<file path="config.mk">
export PLATFORM = sky130hd
export DESIGN_NAME = round_judge
export DESIGN_NICKNAME = d
export VERILOG_FILES = /design/src/rtl/round_judge.sv
export SDC_FILE = /design/constraint.sdc
export NUM_CORES = 1
export LEC_CHECK = 0
export CORE_MARGIN = 4
export CORE_UTILIZATION = 50
export CTS_CLUSTER_SIZE = 20
export DETAILED_ROUTE_END_ITERATION = 12
export GPL_TIMING_DRIVEN = 0
export HOLD_SLACK_MARGIN = 0.15
export PLACE_DENSITY = 0.81
export SYNTH_ARGS = -nofsm -noshare
export SYNTH_HDL_FRONTEND = slang
export SYNTH_SLANG_ARGS = --single-unit
</file>
<file path="constraint.sdc">
create_clock -name clock -period 4.1 [get_ports clock]
set_input_delay 0.41 -clock clock [delete_from_list [all_inputs] [get_ports clock]]
set_output_delay 0.41 -clock clock [all_outputs]
set_load 0.05 [all_outputs]
</file>
<file path="src/rtl/round_judge.sv">
// Round judge: prep timer, LFSR target generator and hit/miss scoring FSM.
// A round is won by holding the position inside the tolerance window long enough.
module round_judge #(
  parameter int          PREP_MS    = 1000,
  parameter int          HOLD_MS    = 500,
  parameter int          TIMEOUT_MS = 5000,
  parameter logic [7:0]  SEED       = 8'hA5
) (
  input  logic       clock,
  input  logic       reset,
  input  logic       tick_ms,
  input  logic       prep_en,
  input  logic       gerar_nova_jogada,
  input  logic       conta_nivel,
  input  logic       reset_pontos,
  input  logic [1:0] nivel,
  input  logic [7:0] posicao,
  output logic       prep_done,
  output logic       ponto_evento,
  output logic       acerto,
  output logic [7:0] alvo,
  output logic [7:0] pontos,
  output logic [1:0] db_estado
);

  localparam int PW = $clog2(PREP_MS + 1);
  localparam int HW = $clog2(HOLD_MS + 1);
  localparam int TW = $clog2(TIMEOUT_MS + 1);

  localparam logic [PW-1:0] PREP_MAX  = PW'(PREP_MS);
  localparam logic [PW-1:0] PREP_LAST = PW'(PREP_MS - 1);
  localparam logic [HW-1:0] HOLD_MAX  = HW'(HOLD_MS);
  localparam logic [TW-1:0] TMO_MAX   = TW'(TIMEOUT_MS);

  typedef enum logic [1:0] {
    S_IDLE   = 2'd0,
    S_WAIT   = 2'd1,
    S_PLAY   = 2'd2,
    S_REPORT = 2'd3
  } state_t;

  state_t          state_q, state_d;
  logic [PW-1:0]   prep_cnt_q, prep_cnt_d;
  logic            prep_done_q, prep_done_d;
  logic [7:0]      lfsr_q, lfsr_d;
  logic [7:0]      alvo_q, alvo_d;
  logic [HW-1:0]   hold_q, hold_d;
  logic [TW-1:0]   tmo_q, tmo_d;
  logic            pe_q, pe_d;
  logic            acerto_q, acerto_d;
  logic [7:0]      pontos_q, pontos_d;

  logic            fb;
  logic [7:0]      lfsr_nxt;
  logic [7:0]      tol;
  logic signed [8:0] diff;
  logic [8:0]      mag;
  logic            in_window;
  logic [HW-1:0]   hold_inc;
  logic [TW-1:0]   tmo_inc;

  // Prep timer saturates so prep_done fires once per prep_en assertion.
  always_comb begin
    prep_cnt_d  = prep_cnt_q;
    prep_done_d = 1'b0;
    if (!prep_en) begin
      prep_cnt_d = '0;
    end else if (tick_ms && (prep_cnt_q != PREP_MAX)) begin
      prep_cnt_d  = prep_cnt_q + PW'(1);
      prep_done_d = (prep_cnt_q == PREP_LAST);
    end
  end

  always_comb begin
    fb       = lfsr_q[7] ^ lfsr_q[5] ^ lfsr_q[4] ^ lfsr_q[3];
    lfsr_nxt = {lfsr_q[6:0], fb};
    lfsr_d   = (lfsr_nxt == 8'd0) ? SEED : lfsr_nxt;
  end

  always_comb begin
    tol = 8'd16;
    unique case (nivel)
      2'd0: tol = 8'd16;
      2'd1: tol = 8'd12;
      2'd2: tol = 8'd8;
      2'd3: tol = 8'd4;
    endcase
  end

  // Distance is taken in 9 bits so positions far apart never alias.
  always_comb begin
    diff      = $signed({1'b0, posicao}) - $signed({1'b0, alvo_q});
    mag       = diff[8] ? 9'(-diff) : 9'(diff);
    in_window = (mag <= {1'b0, tol});
    hold_inc  = in_window ? (hold_q + HW'(1)) : '0;
    tmo_inc   = tmo_q + TW'(1);
  end

  always_comb begin
    state_d  = state_q;
    alvo_d   = alvo_q;
    hold_d   = hold_q;
    tmo_d    = tmo_q;
    acerto_d = acerto_q;
    pontos_d = pontos_q;
    pe_d     = 1'b0;

    if (gerar_nova_jogada) begin
      alvo_d  = 8'd64 + {1'b0, lfsr_q[6:0]};
      hold_d  = '0;
      tmo_d   = '0;
      state_d = S_WAIT;
    end else begin
      unique case (state_q)
        S_IDLE: ;
        S_WAIT: begin
          if (conta_nivel) state_d = S_PLAY;
        end
        S_PLAY: begin
          if (!conta_nivel) begin
            state_d = S_IDLE;
          end else if (tick_ms) begin
            hold_d = hold_inc;
            tmo_d  = tmo_inc;
            if (hold_inc == HOLD_MAX) begin
              state_d  = S_REPORT;
              acerto_d = 1'b1;
            end else if (tmo_inc == TMO_MAX) begin
              state_d  = S_REPORT;
              acerto_d = 1'b0;
            end
          end
        end
        S_REPORT: state_d = S_IDLE;
      endcase
    end

    if ((state_q == S_REPORT) && acerto_q && (pontos_q != 8'hFF)) begin
      pontos_d = pontos_q + 8'd1;
    end
    if (reset_pontos) pontos_d = 8'd0;

    pe_d = (state_d == S_REPORT);
  end

  always_ff @(posedge clock or posedge reset) begin
    if (reset) begin
      state_q     <= S_IDLE;
      prep_cnt_q  <= '0;
      prep_done_q <= 1'b0;
      lfsr_q      <= SEED;
      alvo_q      <= 8'd128;
      hold_q      <= '0;
      tmo_q       <= '0;
      pe_q        <= 1'b0;
      acerto_q    <= 1'b0;
      pontos_q    <= 8'd0;
    end else begin
      state_q     <= state_d;
      prep_cnt_q  <= prep_cnt_d;
      prep_done_q <= prep_done_d;
      lfsr_q      <= lfsr_d;
      alvo_q      <= alvo_d;
      hold_q      <= hold_d;
      tmo_q       <= tmo_d;
      pe_q        <= pe_d;
      acerto_q    <= acerto_d;
      pontos_q    <= pontos_d;
    end
  end

  assign prep_done    = prep_done_q;
  assign ponto_evento = pe_q;
  assign acerto       = acerto_q;
  assign alvo         = alvo_q;
  assign pontos       = pontos_q;
  assign db_estado    = state_q;

endmodule

</file>
==> results of run 1 <==
power groups by stage:
stage | registers, uW | logic [uW] | clock network [uW]
final | 619 | 274 | 558
after global routing | 619 | 302 | 595
after CTS | 619 | 261 | 566
after detailed placement | 630 | 260 | 0
after global placement | 630 | 247 | 0
after floorplan | 649 | 165 | 0
kinds of logic after synthesis:
logic type               count (synthesis)  synth area share
multiplexers                             4            0.0116
XOR/XNOR                                41            0.0978
AND/OR/NAND/NOR                        151             0.215
AO/OA/AOI/OAI                           77             0.150
flip-flops                              61             0.417
adder cells (fa/ha/maj)                 20            0.0702
buffers and inverters                   36            0.0378
layout make-up:
| cell class | instances | area, sq um |
|---|---|---|
| Tap cell | 96 | 120 |
| Timing Repair Buffer | 39 | 395 |
| Clock inverter | 5 | 57.6 |
| Buffer | 18 | 71.3 |
| Multi-Input combinational cell | 293 | 2010 |
| Fill cell | 581 | 2580 |
| Inverter | 18 | 67.6 |
| Sequential cell | 61 | 1530 |
| Clock buffer | 11 | 151 |
how the worst max path moves through the flow:
| stage | endpoint | start | depth (start not counted) |
|---|---|---|---|
| 6_report | ponto_evento$_DFF_PP0_ | posicao[0] | 19 |
| 5_1_grt | ponto_evento$_DFF_PP0_ | posicao[0] | 20 |
| 4_1_cts | ponto_evento$_DFF_PP0_ | posicao[0] | 20 |
| 3_5_place_dp | ponto_evento$_DFF_PP0_ | posicao[0] | 20 |
| 3_3_place_gp | ponto_evento$_DFF_PP0_ | posicao[0] | 19 |
| 2_1_floorplan | ponto_evento$_DFF_PP0_ | alvo[0]$_DFFE_PP0P_ | 17 |
synthesized netlist by cell type (all sizes together), types with 6 or more instances:
cell,number,area (sq um)
dfrtp,56,1400
o211ai,6,45.0
nand3,11,55.1
nand4,13,81.3
ha,19,238
xnor2,26,228
nor2,27,101
nor3,7,35.0
nand2b,7,43.8
nand2,36,135
inv,18,67.6
and3,7,43.8
and2,12,75.1
clkbuf,13,48.8
or3,8,50.1
o21ai,16,80.1
xor2,15,131
a21oi,26,138
what timing repair did:
item / 4_1_cts / 5_1_grt
hold buffers: 0 / 0
endpoints found under the setup margin: 0 / 12
setup buffers: 0 / 2
gates resized for setup: 0 / 1
registers in the layout, indices dropped and copies added, names as in the netlist:
name / cells
lfsr_q: 8
alvo: 8
ponto_evento: 1
prep_done: 1
prep_cnt_q: 10
hold_q: 9
acerto: 1
pontos: 8
tmo_q: 13
db_estado: 2
critical path, cell delays in order:
cell and delay [ns]:
clkdlybuf4s50_1 0.40, inv_1 0.05, ha_1 0.15, inv_1 0.05
fa_1 0.39, a21o_1 0.22, a221oi_4 0.33, nor2b_1 0.07
o21ai_0 0.16, nand2b_1 0.12, nor2b_1 0.15, xnor2_1 0.15
ha_1 0.26, a21o_1 0.16, a21oi_1 0.13, a31oi_1 0.08
a21oi_4 0.27, o2111ai_2 0.21, a21boi_2 0.21
routing by layer:
| metal | share of wire | global-route usage | up-vias |
|---|---|---|---|
| li1 | - | - | 1482 |
| met1 | 0.46 | 0.242 | 1452 |
| met2 | 0.50 | 0.302 | 50 |
| met3 | 0.026 | 0.0321 | 13 |
| met4 | 0.018 | 0.0746 | 0 |
| met5 | 0 | 0 | - |
per-stage QoR:
| stage | instances | instance area, sq um | TNS, ns |
|---|---|---|---|
| finish | 541 | 4400 | 0 |
| global placement | 522 | 4150 | -0.199 |
| detailed placement | 523 | 4170 | -1.33 |
| global route | 541 | 4400 | 0 |
| floorplan | 390 | 3670 | 0 |
| CTS | 539 | 4380 | 0 |
==> metrics, run 1 <==
via count 2997; Pre-antenna DRT Iters 4; ys flop type dfrtp_1; IR drop worst, VDD 0.336 mV; hold_sp reset_pontos; Avg Vias per Cell ~5.5; most frequent cells in the layout 56 x dfrtp_1, 36 x nand2_1, 36 x clkdlybuf4s50_1; Die Ht 93.7 microns; Core Rows 30; P&R area growth vs syn 19.9%; leakage roughly 0.0019 uW; Routed WL per cell 14.1 microns; Post-DRT Antenna Nets 0; reg2reg path depth 17; Sink Count 61; largest net degree at the start of global routing 32; fin. max-slew vios 0; full die area a little under 9000 sq um; Core Util, Final 0.631; register area share after synthesis 0.417; vias in the first global route 2967; WP data arrival 3.98 ns; Starting Density 0.526; unrepaired setup endpoints after global routing false; IO buf count 36; Core Area between 6000 and 7000 sq um; end of the worst hold path pontos[0]$_DFFE_PP0P_; clock share of power 0.385; reg2reg start alvo[0]$_DFFE_PP0P_; Ports 38; Hold Fails Final Rpt 0; Sw Share 0.286; Setup WS pre-CTS -0.212 ns; most common cell after layout, fill and taps aside dfrtp_1; layout net count approximately 480; synthesized area per cell 9.42 sq um; CP Data Required Time 4.35 ns; pwr dens 329 nW/um^2; library cells used by synthesis 52; asr flop ratio synth 1.00; Hold Slack between 0.4 and 0.5 ns; Relative slew margins 0.548; total grt overflow 0; period utilization 0.910; crit path max fanout 9; outcome complete, no violations; clock transition at the registers of the reported paths 0.07 ns; Mapped Nets 427; Gate power share 0.189; drt drc 0; fin crit period 3.73 ns; R2R Path End ponto_evento$_DFF_PP0_; hold crit path type input port to flip-flop; 1st-iter DRT viols 164; Hold Path Cell Cnt 2; Synth Cell Area about 3700 sq um; CTS tree done; Die W 93.7 microns; initial antenna violation count 0; hpwl dp roughly 5.7 mm; Total Wirelength 7.63 mm; CTS Buf Count 9; Setup crit start kind input port; Pint 1040 uW; sw power between 400 and 500 uW; Synth Warn # 0; Synth Instances 390; max frequency 268 MHz; proportion of layout cells with a drive suffix above 1 0.0899; reg-to-reg slack, setup 0.47 ns; crit path capture type flip-flop; sequential power share 0.427; Clk Tree Root Cell clkbuf_8; Least-Margin Pin Slew ~0.68 ns; worst skew pair latency between 0.3 and 0.4 ns; Final Power 1450 uW; Placer Congestion about 0.82; Total GRT Usage 0.184; CTS max path bufs 2; H-Tree Depth 3; number of flops mapped to enable cells by yosys 0; Seq cells post-synth between 60 and 70; final setup fails 0; diode count 0; first-pass GRT wire length 13.2 mm; fin worst setup slack 0.370 ns; max cap viols 0; final setup skew 0.00568 ns; Worst Setup Path Type input port to flip-flop
(Power assumes the default switching activity.)
==> inputs of run 2 (changes only) <==
--- a/config.mk
+++ b/config.mk
@@ -5,6 +5,7 @@
 export SDC_FILE = /design/constraint.sdc
 export NUM_CORES = 1
 export LEC_CHECK = 0
+export CORE_ASPECT_RATIO = 1.2
 export CORE_MARGIN = 4
 export CORE_UTILIZATION = 50
 export CTS_CLUSTER_SIZE = 20
==> metrics, run 2 (synthesis results as in run 1) <==
Ports 38; Hold Fails Final Rpt 0; Starting Density 0.526; Resized cells post-CTS 0; final setup fails 0; layout net count 475; fin. max-slew vios 0; Total GRT Usage 0.193; hpwl dp just under 6 mm; Routed WL per cell 14.6 microns; Clk Tree Root Cell clkbuf_8; most frequent cells in the layout 56 x dfrtp_1, 36 x nand2_1, 36 x clkdlybuf4s50_1; total grt overflow 0; Avg Vias per Cell between 5 and 6; Placer Congestion 0.841; P&R area growth vs syn 18.4%; Setup crit start kind input port; slowest stage delay, CP 0.40 ns; Cell Chain, Critical Path clkdlybuf4s50_1 > inv_1 > ha_1 > inv_1 > fa_1 > a21o_1 > a221oi_4 > nor2b_1 > o21ai_0 > nand2b_1 > nor2b_1 > xnor2_1 > ha_1 > a21o_1 > a21oi_1 > a31oi_1 > a21oi_4 > o221ai_1 > a21oi_1; CTS max path bufs 2; crit path capture type flip-flop; Relative slew margins 0.566; hold-fix buffers at CTS 0; WP data arrival 4.10 ns; Core Rows 33; CP top delay family compound AO/OA/AOI/OAI gates; full die area 8790 sq um; WP buf/inv 3; Worst Setup Path Type input port to flip-flop; first-pass GRT wire length 13.5 mm; clock transition at the registers of the reported paths roughly 0.070 ns; vias in the first global route 3044; max cap viols 0; Total Wirelength 7.74 mm; via count approximately 3000; proportion of layout cells with a drive suffix above 1 0.0835; CP Data Required Time 4.35 ns; H-Tree Depth 3; unrepaired setup endpoints after global routing true; period utilization 0.939; Core Area 6980 sq um; Pre-antenna DRT Iters 4; initial antenna violation count 0; fin crit period 3.85 ns; hold crit path type input port to flip-flop; Die W 86.2 microns; CTS tree done; IR drop worst, VDD 0.245 mV; design area 4350 sq um; setup TNS 0 ns; outcome complete, no violations; max reg flops 13; Largest regs tmo_q (13), prep_cnt_q (10), hold_q (9); dpl cell area 4160 sq um; most common cell after layout, fill and taps aside dfrtp_1; Post-DRT Antenna Nets 0; IO buf count 36; crit path max fanout 10; drt drc 0; setup bufs post-CTS 0; Sink Count 61; largest reg by FF count tmo_q; leakage around 0.0018 uW; largest net degree at the start of global routing 33; pwr dens 312 nW/um^2; 1st-iter DRT viols 151; max frequency 260 MHz; diode count 0; Die Ht just over 100 microns; CP max stage cell clkdlybuf4s50_1; Least-Margin Pin Slew between 0.6 and 0.7 ns; CTS Buf Count 9; final setup skew 0.00925 ns; worst skew pair latency 0.33 ns
==> run 2: changes by cell type in the layout (fill, tap and decap cells not counted) <==
cell        delta
clkinvlp_4     +1
clkinv_2       +1
inv_6          -1
buf_4          -2
clkbuf_1       +1
clkinv_4       -1
bufinv_16      -1
==> run 2: final timing paths <==
path | start | to | slack, ns | depth (start not counted)
setup reg to reg | alvo[0]$_DFFE_PP0P_ | hold_q[2]$_DFFE_PP0P_ | 0.32 | 17
hold / removal | reset_pontos | pontos[3]$_DFFE_PP0P_ | 0.43 | 2
min in group asynchronous | reset | prep_cnt_q[5]$_DFFE_PP0P_ | 0.49 | 2
setup / recovery | posicao[0] | hold_q[2]$_DFFE_PP0P_ | 0.25 | 19
max in group asynchronous | reset | lfsr_q[0]$_DFF_PP1_ | 2.95 | 3
hold reg to reg | lfsr_q[0]$_DFF_PP1_ | lfsr_q[1]$_DFF_PP0_ | 0.49 | 1
==> run 2: per-stage QoR <==
stage                     setup slack, ns   util  hold slack (ns)  std cells  total power (uW)
after floorplan                     0.409      -            0.461        390               814
after global placement            -0.0363  0.594            0.471        513               878
after detailed placement           -0.208  0.596            0.483        514               890
after CTS                           0.141  0.622            0.414        530              1360
after global routing             -0.00721  0.623            0.460        530              1430
final                               0.250  0.623            0.426        530              1360
==> run 2: area by class of cell <==
class                      count  area, sq um
buffer                        18         71.3
sequential                    61         1530
multi-input combinational    293         2010
timing repair buffer          37          380
clock buffer                  12          155
fill                         592         2630
tap                           87          109
clock inverter                 4         22.5
inverter                      18         67.6
==> run 2: report_power, final <==
group | leakage, uW | switching, uW | internal [uW]
clock network | 0.0000921 | 221 | 249
logic | 0.000920 | 165 | 102
registers | 0.000814 | 8.40 | 611
total | 0.00183 | 394 | 962
==> run 2: metal layers <==
layer / wire length [microns] / share of wire / track usage
met5: 0 / 0 / 0
met3: 254 / 0.033 / 0.0492
met4: 116 / 0.015 / 0.0683
met1: 3260 / 0.42 / 0.224
met2: 4110 / 0.53 / 0.345
==> inputs of run 3 (changes only) <==
--- a/config.mk
+++ b/config.mk
@@ -5,6 +5,7 @@
 export SDC_FILE = /design/constraint.sdc
 export NUM_CORES = 1
 export LEC_CHECK = 0
+export CAP_MARGIN = 20
 export CORE_ASPECT_RATIO = 1.2
 export CORE_MARGIN = 4
 export CORE_UTILIZATION = 50
==> results of run 3 <==
The final DEF is identical to that of run 2; final timing and power are the same.
